--- src/rtl/clk_mon_pkg.sv ---
// Shared definitions for the two-phase clock monitor: FSM states and parameter defaults.
package clk_mon_pkg;

    typedef enum logic [1:0] {
        IDLE  = 2'd0,
        SEEK  = 2'd1,
        EXP_B = 2'd2,
        EXP_A = 2'd3
    } state_t;

    localparam int DEF_SYNC_STAGES = 2;
    localparam int DEF_CNT_W       = 16;
    localparam int DEF_TIMEOUT     = 1000;
    localparam int DEF_LOCK_N      = 4;

endpackage

--- src/rtl/clk_mon_sync_edge.sv ---
// Synchronizer plus rising-edge detector; level and rise appear SYNC_STAGES+1 cycles after din.
// No backpressure: free-running, one result per clk.
module sync_edge
    import clk_mon_pkg::*;
#(
    parameter int SYNC_STAGES = DEF_SYNC_STAGES
) (
    input  logic clk,
    input  logic reset,
    input  logic din,
    output logic level,
    output logic rise
);

    logic [SYNC_STAGES-1:0] sync_q;

    // level is the delayed copy of the last sync stage, so rise lines up with it
    always_ff @(posedge clk or posedge reset) begin
        if (reset) begin
            sync_q <= '0;
            level  <= 1'b0;
            rise   <= 1'b0;
        end else begin
            sync_q <= {sync_q[SYNC_STAGES-2:0], din};
            level  <= sync_q[SYNC_STAGES-1];
            rise   <= sync_q[SYNC_STAGES-1] & ~level;
        end
    end

endmodule

--- src/rtl/clk_phase_monitor.sv ---
// Checks strict A/B alternation of a two-phase clock pair, reports lock, sticky errors and ph_a period.
// Outputs lag the phase inputs by SYNC_STAGES+2 clk cycles; no backpressure.
module clk_phase_monitor
    import clk_mon_pkg::*;
#(
    parameter int SYNC_STAGES = DEF_SYNC_STAGES,
    parameter int CNT_W       = DEF_CNT_W,
    parameter int TIMEOUT     = DEF_TIMEOUT,
    parameter int LOCK_N      = DEF_LOCK_N
) (
    input  logic             clk,
    input  logic             reset,
    input  logic             ph_a,
    input  logic             ph_b,
    input  logic             enable,
    input  logic             clear_err,
    output logic             locked,
    output logic             err_overlap,
    output logic             err_order,
    output logic             err_timeout,
    output logic [CNT_W-1:0] period_cnt,
    output logic             period_valid
);

    localparam int               LCK_W    = $clog2(LOCK_N + 1);
    localparam logic [LCK_W-1:0] LOCK_MAX = LCK_W'(LOCK_N);
    localparam logic [CNT_W-1:0] TO_LAST  = CNT_W'(TIMEOUT - 1);

    logic a_lvl, a_rise, b_lvl, b_rise;

    sync_edge #(.SYNC_STAGES(SYNC_STAGES)) u_sync_a (
        .clk(clk), .reset(reset), .din(ph_a), .level(a_lvl), .rise(a_rise)
    );

    sync_edge #(.SYNC_STAGES(SYNC_STAGES)) u_sync_b (
        .clk(clk), .reset(reset), .din(ph_b), .level(b_lvl), .rise(b_rise)
    );

    state_t           state, state_nxt;
    logic [LCK_W-1:0] lock_cnt, lock_nxt, lock_inc;
    logic [CNT_W-1:0] to_cnt, per_cnt;
    logic             have_first;
    logic             overlap, a_ev, b_ev, order_hit, timeout_hit, capture;

    always_comb begin
        overlap     = enable & a_lvl & b_lvl;
        a_ev        = enable & a_rise & ~overlap;
        b_ev        = enable & b_rise & ~overlap;
        lock_inc    = (lock_cnt == LOCK_MAX) ? lock_cnt : lock_cnt + 1'b1;
        state_nxt   = state;
        lock_nxt    = lock_cnt;
        order_hit   = 1'b0;
        timeout_hit = 1'b0;
        case (state)
            IDLE:    state_nxt = SEEK;
            SEEK:    if (a_ev) state_nxt = EXP_B;
            EXP_B: begin
                if (b_ev) begin
                    state_nxt = EXP_A;
                    lock_nxt  = lock_inc;
                end else if (a_ev) begin
                    order_hit = 1'b1;
                end
            end
            EXP_A: begin
                if (a_ev) begin
                    state_nxt = EXP_B;
                    lock_nxt  = lock_inc;
                end else if (b_ev) begin
                    order_hit = 1'b1;
                end
            end
            default: state_nxt = IDLE;
        endcase
        // a timely edge in the final waiting cycle beats the timeout
        if ((state == EXP_A || state == EXP_B) && state_nxt == state && to_cnt == TO_LAST) begin
            timeout_hit = 1'b1;
            state_nxt   = SEEK;
        end
        if (overlap || order_hit || timeout_hit)
            lock_nxt = '0;
        if (!enable) begin
            state_nxt = IDLE;
            lock_nxt  = '0;
        end
        capture = a_ev & have_first;
    end

    always_ff @(posedge clk or posedge reset) begin
        if (reset) begin
            state        <= IDLE;
            lock_cnt     <= '0;
            to_cnt       <= '0;
            per_cnt      <= '0;
            have_first   <= 1'b0;
            locked       <= 1'b0;
            err_overlap  <= 1'b0;
            err_order    <= 1'b0;
            err_timeout  <= 1'b0;
            period_cnt   <= '0;
            period_valid <= 1'b0;
        end else begin
            state        <= state_nxt;
            lock_cnt     <= lock_nxt;
            locked       <= (lock_nxt == LOCK_MAX);
            period_valid <= capture & (lock_nxt == LOCK_MAX);
            err_overlap  <= overlap     | (err_overlap & ~clear_err);
            err_order    <= order_hit   | (err_order   & ~clear_err);
            err_timeout  <= timeout_hit | (err_timeout & ~clear_err);
            if (!enable) begin
                to_cnt     <= '0;
                per_cnt    <= '0;
                have_first <= 1'b0;
            end else begin
                if (state_nxt != state)
                    to_cnt <= '0;
                else if (state == EXP_A || state == EXP_B)
                    to_cnt <= to_cnt + 1'b1;
                if (a_ev)
                    per_cnt <= '0;
                else if (per_cnt != '1)
                    per_cnt <= per_cnt + 1'b1;
                if (capture)
                    period_cnt <= (per_cnt == '1) ? per_cnt : per_cnt + 1'b1;
                have_first <= timeout_hit ? 1'b0 : (have_first | a_ev);
            end
        end
    end

endmodule

--- config.mk ---
export PLATFORM = sky130hd
export DESIGN_NAME = clk_phase_monitor
export DESIGN_NICKNAME = d
export VERILOG_FILES = /design/src/rtl/clk_mon_pkg.sv /design/src/rtl/clk_mon_sync_edge.sv /design/src/rtl/clk_phase_monitor.sv
export SDC_FILE = /design/constraint.sdc
export NUM_CORES = 1
export LEC_CHECK = 0
export ABC_AREA = 1
export BUFFER_PORTS_ARGS = -buffer_cell sky130_fd_sc_hd__buf_2
export CORE_MARGIN = 5
export CORE_UTILIZATION = 60
export DETAILED_ROUTE_END_ITERATION = 8
export GPL_ROUTABILITY_DRIVEN = 0
export PLACE_DENSITY = 0.8
export SLEW_MARGIN = 10
export SYNTH_ARGS = -nofsm -noshare
export SYNTH_HDL_FRONTEND = slang
export SYNTH_SLANG_ARGS = --single-unit
--- constraint.sdc ---
create_clock -name clk -period 2.98 [get_ports clk]
set_input_delay 0.745 -clock clk [delete_from_list [all_inputs] [get_ports clk]]
set_output_delay 0.745 -clock clk [all_outputs]
set_load 0.02 [all_outputs]
==> results of run 1 <==
-- cell usage after synthesis --
| library cell | count |
|---|---|
| nand2_1 | 86 |
| nand3_2 | 6 |
| nor2_1 | 46 |
| a21oi_1 | 20 |
| buf_2 | 3 |
| nor3_1 | 9 |
| nand2_4 | 1 |
| nand3_1 | 32 |
| nand4_1 | 14 |
| xnor2_1 | 2 |
| a31oi_1 | 1 |
| o22ai_1 | 1 |
| o21a_1 | 9 |
| xor2_1 | 14 |
| mux2i_1 | 2 |
| buf_6 | 2 |
| nand2_2 | 7 |
| inv_1 | 56 |
| clkinv_1 | 1 |
| inv_2 | 1 |
| nand3_4 | 2 |
| clkbuf_1 | 5 |
| dfrtp_1 | 67 |
| nor2_2 | 3 |
| a211oi_1 | 1 |
| nor4_1 | 4 |
| o21ai_0 | 15 |
| ha_1 | 4 |
| buf_4 | 1 |
-- metal layers --
layer  share of wire (%)  global-route usage (%)  vias to the layer above
met1                  43                    25.5                     1288
li1                    -                       -                     1392
met5                   0                       0                        -
met2                  51                    35.4                       61
met4                 1.5                    6.19                        0
met3                 5.1                    6.02                       10
-- cell type report --
class,instances,area share [%]
flip-flops and latches,67,43.7
multi-input cells,279,38.0
inverters,58,5.68
repair buffers,28,4.11
clock buffers,11,3.95
well taps,72,2.35
clock inverters,5,2.19
-- logic make-up (layout without fill, tap and decap cells) --
logic type	after synthesis	in the layout	synth area share, %
and+or+nand+nor	210	210	28.8
adders and majority gates	4	4	1.47
DFF	67	67	49.1
muxes	2	2	0.587
buffers and inverters	69	102	8.25
xor gates and xnor gates	16	16	4.11
AOI/OAI and AO/OA	47	47	7.70
-- how the worst min path moves through the flow --
stage                                 start                            to  slack, ps  depth (start not counted)
2_1_floorplan  u_sync_a.sync_q[0]$_DFF_PP0_  u_sync_a.sync_q[1]$_DFF_PP0_        330                          0
3_3_place_gp   u_sync_a.sync_q[0]$_DFF_PP0_  u_sync_a.sync_q[1]$_DFF_PP0_        330                          0
6_report       u_sync_b.sync_q[0]$_DFF_PP0_  u_sync_b.sync_q[1]$_DFF_PP0_        350                          0
3_5_place_dp   u_sync_b.sync_q[0]$_DFF_PP0_  u_sync_b.sync_q[1]$_DFF_PP0_        340                          0
5_1_grt        u_sync_b.sync_q[0]$_DFF_PP0_  u_sync_b.sync_q[1]$_DFF_PP0_        360                          0
4_1_cts        u_sync_b.sync_q[0]$_DFF_PP0_  u_sync_b.sync_q[1]$_DFF_PP0_        350                          0
-- state kept, by name, summed over array words and instances, names as in the netlist, 2 cells and up --
register         cells
per_cnt             16
lock_cnt             3
to_cnt              16
u_sync_b.sync_q      2
u_sync_a.sync_q      2
state                2
period_cnt          16
-- power breakdown --
group	leakage, nW	total [mW]	internal [mW]	switching (mW)
combinational	0.869	0.264	0.0901	0.174
sequential	0.894	1.00	0.969	0.0320
clock	0.112	0.866	0.519	0.347
total	1.88	2.13	1.58	0.552
-- through the flow --
step	cells	utilization, %	instance area (µm²)	total power [mW]	hold slack (ps)
after floorplan	415	-	3410	1.21	331
after global placement	504	65.3	3600	1.28	333
after detailed placement	504	65.3	3600	1.29	336
after CTS	520	69.6	3830	2.16	354
after global routing	520	69.6	3830	2.24	361
final	520	69.6	3830	2.13	350
==> summary.txt, run 1 <==
STA
  • Worst-margin pin slew: 741 ps
  • Worst clock skew: approximately 8.0 ps
  • Total negative setup slack: 0 ps
  • Slew headroom: roughly half
  • Post-route minimum period: 2390 ps
  • Fmax achieved: between 0.4 and 0.5 GHz
  • Number of setup violations in the final report: 0
  • Fraction of the cycle the final worst path needs: between 80 and 90%
  • Crit path setup slack, layout: 592 ps
  • RSZ-0062 raised after global routing: no
  • Final Max Slew Viols: 0
  • Final Hold Fails: 0

Worst setup path
  • Stages on worst setup path: 12
  • Number of buffer and inverter instances along the worst setup path: 1
  • R2R Setup Slk: 710 ps
  • Master of the slowest instance on the critical path: nand3_4
  • Slowest Stage Delay on Critical Path: around 360 ps
  • Arrival time of data at the critical path endpoint: 2630 ps
  • Origin of the critical flop-to-flop path: to_cnt[0]$_DFFE_PP0P_
  • Cell occurring most often along the worst timing path: nand2_1
  • Cell-by-cell listing of the critical path: buf_2 -> nand3_2 -> nand2_1 -> nand2_1 -> nand2_2 -> nand2_2 -> nand2_2 -> nand3_2 -> nand3_4 -> nand2_1 -> nand2_1 -> nor2_1
  • Cells on worst reg2reg path: 12
  • Peak fanout along the critical path: 25
  • Cell family contributing the most delay on the critical path: simple AND/OR/NAND/NOR gates
  • Kind of start point of the critical path: primary input
  • Worst setup endpoint: to_cnt[10]$_DFFE_PP0P_
  • Worst r2r dst: to_cnt[10]$_DFFE_PP0P_
  • Setup CP Type: in2reg
  • Category of the worst setup path capture point: flop
  • Req. time, crit path: 3220 ps
  • Worst setup path startpoint: enable

Layout
  • Inserted Diodes: 0
  • Count of fill cells added during filler insertion: 438
  • Net count, final: roughly 450
  • Commonest cells after routing, fill and taps aside: 86 x nand2_1, 67 x dfrtp_1, 55 x inv_1
  • Fraction of final layout cells with drive strength greater than 1: approximately 15%
  • Most frequent standard cell in the layout excluding fill and tap cells: nand2_1
  • Footprint of the flip-flops and latches: 1680 µm²
  • Multi-input logic area: 1460 µm²
  • Area growth, synth to finish: 12.3%

Clock tree
  • Clock slew at reported path FFs: around 70 ps
  • Number of sinks handled by clock tree synthesis: 67
  • Post-CTS setup buffer count: 0
  • Insertion delay to the later sink of the worst-skew pair: 340 ps
  • Clk root buf: clkbuf_8
  • TritonCTS Buffers: 9
  • CTS hold repair buffers: 0
  • Clock tree from TritonCTS: yes
  • Maximum clock path buffer count: 2
  • Count of instances resized after the clock tree is built: 0
  • CTS H-Tree Depth: 3

GRT
  • Number of global-route vias before repair: 2720
  • Global-route congestion overflow total: 0
  • Wire length of the first global-routing pass: 12100 µm
  • Number of antenna violations at the first check in global routing: 0
  • Pin count of the biggest net entering global routing: 37
  • Overall track demand over capacity in global routing: approximately a fifth

Floorplan
  • Top-level I/O count: 27
  • Die X-Extent: 85.4 µm
  • Die area: roughly 7300 µm²
  • # rows: 27
  • Y dimension of the die: around 85 µm
  • Standard cell core area: around 5500 µm²
  • Initial Util: about three fifths

Logic synthesis
  • Proportion of synthesized chip area in sequential cells: 49.1%
  • Number of synthesis warnings: 0
  • Syn Area/Cell: 8.22 µm²
  • Top cells by area, synth: dfrtp_1 49%, nand2_1 9.5%, inv_1 6.2%, nor2_1 5.1%, nand3_1 4.7%
  • Unique cell type count in the Yosys netlist: 29
  • Cell count after synthesis: 415
  • Number of nets in the synthesized netlist: 425
  • Top cell type by total area after synthesis: dfrtp_1
  • #FFs+latches synth: 67
  • Proportion of netlist area held by the largest area contributor: 49.1%
  • Synthesized cell area: 3410 µm²

Drt
  • Total Wirelength: 6760 µm
  • Total iterations of the first detailed-routing run: 5
  • DRC errors left: 0
  • Number of vias in the routed layout: ~2800
  • Vias per inst: 5.29
  • Antenna-violating nets left: 0
  • Violation count after the first detailed-route iteration: 185
  • Post-DR wirelength/cell: 13.0 µm

Flow run
  • Max-cap violation count: 0

Hold path
  • Path class of the lowest-slack min-delay path: reg2reg

Power and ir drop
  • Leakage: 1.87 nW
  • P per Cell Area: 556 nW/µm²
  • Largest vdd supply drop: 498 µV

Status
  • Status: completed

Placed design
  • Worst Setup Slack post-DPL: 261 ps
  • HPWL reported at the end of detailed placement: 4840 µm
  • Number of input and output port buffers inserted: 26
No activity file was read; power rests on OpenSTA's default activity.
==> inputs of run 2 (changes only) <==
Clock period 2.98 ns to 2.4 ns, I/O delays scaled along.
==> summary.txt, run 2 (synthesis results as in run 1) <==
Status
  • Status: completed

STA
  • Worst-margin pin slew: a little under 600 ps
  • Final Max Slew Viols: 0
  • Fraction of the cycle the final worst path needs: 85.8%
  • Final Hold Fails: 0
  • Total negative setup slack: 0 ps
  • Slew headroom: about three fifths
  • RSZ-0062 raised after global routing: no
  • Post-route minimum period: 2060 ps
  • Fmax achieved: 0.485 GHz
  • Worst clock skew: 11.4 ps
  • Worst hold slack: 319 ps
  • Number of setup violations in the final report: 0

Clock tree
  • Maximum clock path buffer count: 2
  • Clock tree from TritonCTS: yes
  • Clk root buf: clkbuf_8
  • Number of sinks handled by clock tree synthesis: 67
  • Clock slew at reported path FFs: 70 ps
  • TritonCTS Buffers: 9
  • Post-CTS setup buffer count: 0
  • CTS H-Tree Depth: 3
  • Count of instances resized after the clock tree is built: 0
  • Insertion delay to the later sink of the worst-skew pair: 350 ps
  • CTS hold repair buffers: 0

Floorplan
  • Y dimension of the die: 85.4 µm
  • Die area: between 7000 and 8000 µm²
  • # rows: 27
  • Standard cell core area: 5510 µm²
  • Die X-Extent: about 85 µm
  • Initial Util: between 60% and 70%
  • Top-level I/O count: 27

GRT
  • Number of antenna violations at the first check in global routing: 0
  • Global-route congestion overflow total: 0
  • Wire length of the first global-routing pass: 12800 µm
  • Overall track demand over capacity in global routing: 21.6%
  • Number of global-route vias before repair: 2920
  • Pin count of the biggest net entering global routing: 26

Worst setup path
  • Peak fanout along the critical path: 11
  • R2R Setup Slk: ~340 ps
  • Category of the worst setup path capture point: flop
  • Arrival time of data at the critical path endpoint: between 2000 and 2500 ps
  • Req. time, crit path: 2670 ps
  • Kind of start point of the critical path: flop
  • Cells on worst reg2reg path: 14
  • Worst r2r dst: to_cnt[4]$_DFFE_PP0P_
  • Setup CP Type: reg2reg
  • Origin of the critical flop-to-flop path: to_cnt[0]$_DFFE_PP0P_

Layout
  • Fraction of final layout cells with drive strength greater than 1: 16.2%
  • Top flop regs: per_cnt (16), period_cnt (16), to_cnt (16)
  • Inserted Diodes: 0
  • Most frequent standard cell in the layout excluding fill and tap cells: nand2_1
  • Net count, final: 462
  • Area growth, synth to finish: 13.9%
  • Commonest cells after routing, fill and taps aside: 86 x nand2_1, 67 x dfrtp_1, 55 x inv_1

Placed design
  • Number of input and output port buffers inserted: 26
  • HPWL reported at the end of detailed placement: 5070 µm

Drt
  • Violation count after the first detailed-route iteration: 104
  • Vias per inst: 5.26
  • Post-DR wirelength/cell: 13.2 µm
  • Number of vias in the routed layout: 2784
  • Antenna-violating nets left: 0
  • Total iterations of the first detailed-routing run: 4
  • DRC errors left: 0
  • Total Wirelength: 6960 µm

Power and ir drop
  • Leakage: roughly 1.9 nW
  • P per Cell Area: 660 nW/µm²
  • Largest vdd supply drop: 571 µV

Flow run
  • Max-cap violation count: 0

Hold path
  • Path class of the lowest-slack min-delay path: in2async
run 2: cell count changes in the layout (fill, tap and decap cells not counted):
cell        delta
buf_4          +8
buf_12         +1
bufinv_16      -1
clkinv_2       +1
clkinv_4       +1
clkinvlp_4     -1
run 2: per-stage QoR:
| step | util [%] | cell area, µm² | power [mW] | setup WS (ps) | cells |
|---|---|---|---|---|---|
| 2_1_floorplan | - | 3410 | 1.50 | 117 | 415 |
| 6_report | 70.6 | 3890 | 2.57 | 340 | 529 |
| 5_1_grt | 70.6 | 3890 | 2.71 | 92.2 | 529 |
| 4_1_cts | 70.6 | 3890 | 2.59 | 317 | 529 |
| 3_5_place_dp | 66.8 | 3680 | 1.61 | 202 | 513 |
| 3_3_place_gp | 66.8 | 3680 | 1.60 | 310 | 513 |
run 2: metal layers:
| metal | GRT usage (%) | vias to the layer above | share of wire, % |
|---|---|---|---|
| met2 | 36.5 | 51 | 50 |
| met1 | 27.1 | 1316 | 45 |
| met4 | 7.63 | 0 | 1.1 |
| li1 | - | 1407 | - |
| met3 | 5.24 | 10 | 3.7 |
| met5 | 0 | - | 0 |
run 2: critical path, cell delays in order, from the launching register on:
cell and delay, ps:
dfrtp_1 390, ha_1 200, nand2_1 80, nor2_1 90, nand2_1 70, nor2_2 180
nand2_2 100, nand2_2 90, nand2_2 70, nand2_4 70, buf_4 180, nand3_1 130
nand2_1 180, nand2_1 70, nor2_1 90
run 2: final cells by class:
type	instances	area, µm²
Clock inverter	5	60.1
Fill cell	422	1620
Timing Repair Buffer	37	238
Multi-Input combinational cell	279	1460
Inverter	58	218
Clock buffer	11	151
Tap cell	72	90.1
Sequential cell	67	1680
run 2: how the worst max path moves through the flow:
stage	end	start	cells past startpoint	slack, ps
6_report	to_cnt[4]$_DFFE_PP0P_	to_cnt[0]$_DFFE_PP0P_	14	340
5_1_grt	to_cnt[10]$_DFFE_PP0P_	to_cnt[10]$_DFFE_PP0P_	14	90
4_1_cts	to_cnt[12]$_DFFE_PP0P_	to_cnt[0]$_DFFE_PP0P_	14	320
3_5_place_dp	to_cnt[12]$_DFFE_PP0P_	enable	15	200
3_3_place_gp	to_cnt[10]$_DFFE_PP0P_	enable	15	310
2_1_floorplan	err_order$_DFF_PP0_	reset	1	120
run 2: power by group:
group	internal (mW)	switching, mW	total, mW
Combinational	0.125	0.219	0.344
Sequential	1.20	0.0391	1.24
Clock	0.540	0.440	0.980
Total	1.87	0.698	2.57
==> inputs of run 3 (changes only) <==
Settings changed: CORE_MARGIN 5 to 10.
==> summary.txt, run 3 (synthesis results as in run 1) <==
Status
  • Status: completed

Clock tree
  • CTS H-Tree Depth: 3
  • Clk root buf: clkbuf_8
  • TritonCTS Buffers: 9
  • Maximum clock path buffer count: 2
  • Post-CTS setup buffer count: 0
  • Number of sinks handled by clock tree synthesis: 67
  • Insertion delay to the later sink of the worst-skew pair: 340 ps
  • Clock slew at reported path FFs: 80 ps
  • CTS hold repair buffers: 0
  • Clock tree from TritonCTS: yes
  • Count of instances resized after the clock tree is built: 0

STA
  • Worst clock skew: 5.38 ps
  • Final Hold Fails: 0
  • Fraction of the cycle the final worst path needs: 86.8%
  • Crit path setup slack, layout: 318 ps
  • Post-route minimum period: around 2100 ps
  • Number of setup violations in the final report: 0
  • RSZ-0062 raised after global routing: no
  • Worst-margin pin slew: 628 ps
  • Worst hold slack: 284 ps
  • Final Max Slew Viols: 0
  • Total negative setup slack: 0 ps
  • Slew headroom: around 58%
  • Fmax achieved: 0.480 GHz

Drt
  • Number of vias in the routed layout: 2869
  • Total iterations of the first detailed-routing run: 4
  • Antenna-violating nets left: 0
  • Vias per inst: 5.44
  • DRC errors left: 0
  • Total Wirelength: 7080 µm
  • Post-DR wirelength/cell: 13.4 µm
  • Violation count after the first detailed-route iteration: 180

Layout
  • Count of fill cells added during filler insertion: 444
  • Fraction of final layout cells with drive strength greater than 1: 15.8%
  • Commonest cells after routing, fill and taps aside: 86 x nand2_1, 67 x dfrtp_1, 55 x inv_1
  • Most frequent standard cell in the layout excluding fill and tap cells: nand2_1
  • Final instance area: 3850 µm²
  • Inserted Diodes: 0
  • Net count, final: 460
  • Non-filler instance count after layout: 527
  • Area growth, synth to finish: 12.8%
  • Top flop regs: per_cnt (16), period_cnt (16), to_cnt (16)

Floorplan
  • Die area: 9110 µm²
  • # rows: 27
  • Die X-Extent: approximately 95 µm
  • Y dimension of the die: between 90 and 100 µm
  • Initial Util: 62.0%
  • Standard cell core area: 5510 µm²
  • Top-level I/O count: 27

Placed design
  • Worst Setup Slack post-DPL: 233 ps
  • Number of input and output port buffers inserted: 26
  • HPWL reported at the end of detailed placement: 5120 µm
  • Post-detailed-placement cell area: 3650 µm²
  • Placed instance count: 511

Worst setup path
  • Kind of start point of the critical path: flop
  • Req. time, crit path: 2670 ps
  • Slowest Stage Delay on Critical Path: 410 ps
  • R2R Setup Slk: 320 ps
  • Master of the slowest instance on the critical path: dfrtp_1
  • Cell-by-cell listing of the critical path: ha_1 -> nand2_1 -> nor2_1 -> nand2_1 -> nor2_2 -> nand2_2 -> nand2_2 -> nand2_2 -> nand2_4 -> buf_4 -> nand3_1 -> nand2_1 -> nand2_1 -> nor2_1
  • Peak fanout along the critical path: 11
  • Cell occurring most often along the worst timing path: nand2_1
  • Category of the worst setup path capture point: flop
  • Setup CP Type: reg2reg
  • Cells on worst reg2reg path: 14
  • Arrival time of data at the critical path endpoint: 2350 ps

Power and ir drop
  • P per Cell Area: 657 nW/µm²
  • Leakage: 1.89 nW
  • Largest vdd supply drop: 575 µV

GRT
  • Overall track demand over capacity in global routing: 16.8%
  • Number of antenna violations at the first check in global routing: 0
  • Global-route congestion overflow total: 0
  • Wire length of the first global-routing pass: 12200 µm
  • Number of global-route vias before repair: 2831
  • Pin count of the biggest net entering global routing: 46

Flow run
  • Max-cap violation count: 0

Hold path
  • Path class of the lowest-slack min-delay path: in2async
[run 3: changes by cell type in the layout (fill, tap and decap cells not counted), sizes merged]
cell      previous run  this run
buf                 37        35
clkbuf              11         9
clkinv               3         2
clkinvlp             1         3
inv                 58        59
[run 3: worst paths after layout]
path / start / endpoint
worst max-delay path: to_cnt[0]$_DFFE_PP0P_ / to_cnt[10]$_DFFE_PP0P_
worst min-delay path: reset / u_sync_b.sync_q[0]$_DFF_PP0_
worst max register to register: to_cnt[0]$_DFFE_PP0P_ / to_cnt[10]$_DFFE_PP0P_
worst min register to register: u_sync_b.sync_q[0]$_DFF_PP0_ / u_sync_b.sync_q[1]$_DFF_PP0_
max in group asynchronous: reset / to_cnt[4]$_DFFE_PP0P_
min in group clk: ph_b / u_sync_b.sync_q[0]$_DFF_PP0_
[run 3: layer usage]
layer	part of all wire (%)	wire length (µm)	GRT usage, %	vias to the layer above
met3	5.0	356	4.63	13
met1	42	2970	19.2	1375
met4	1.5	104	6.63	0
li1	-	-	-	1405
met5	0	0	0	-
met2	51	3640	29.1	76
[run 3: layout make-up]
type / count / area (µm²) / share of cell area (%)
sequential: 67 / 1680 / 43.6
multi-input combinational: 279 / 1460 / 37.8
inverter: 58 / 218 / 5.66
timing repair buffer: 35 / 210 / 5.46
clock buffer: 9 / 124 / 3.22
tap: 72 / 90.1 / 2.34
clock inverter: 7 / 75.1 / 1.95
[run 3: critical path: cells and delay by family (launching register included)]
kind / cells / cell delay, ps
simple gates: 12 / 1200
flops: 1 / 410
buf+inv: 1 / 180
fa+ha+maj: 1 / 220
[run 3: per-stage QoR]
stage | util, % | total power, mW
2_1_floorplan | - | 1.50
4_1_cts | 69.9 | 2.56
6_report | 69.9 | 2.53
3_5_place_dp | 66.3 | 1.61
3_3_place_gp | 66.3 | 1.60
5_1_grt | 69.9 | 2.64
[run 3: power by group]
group / internal (mW) / switching, mW / total (mW)
logic: 0.121 / 0.219 / 0.340
registers: 1.20 / 0.0403 / 1.24
clock network: 0.485 / 0.462 / 0.946
total: 1.81 / 0.721 / 2.53
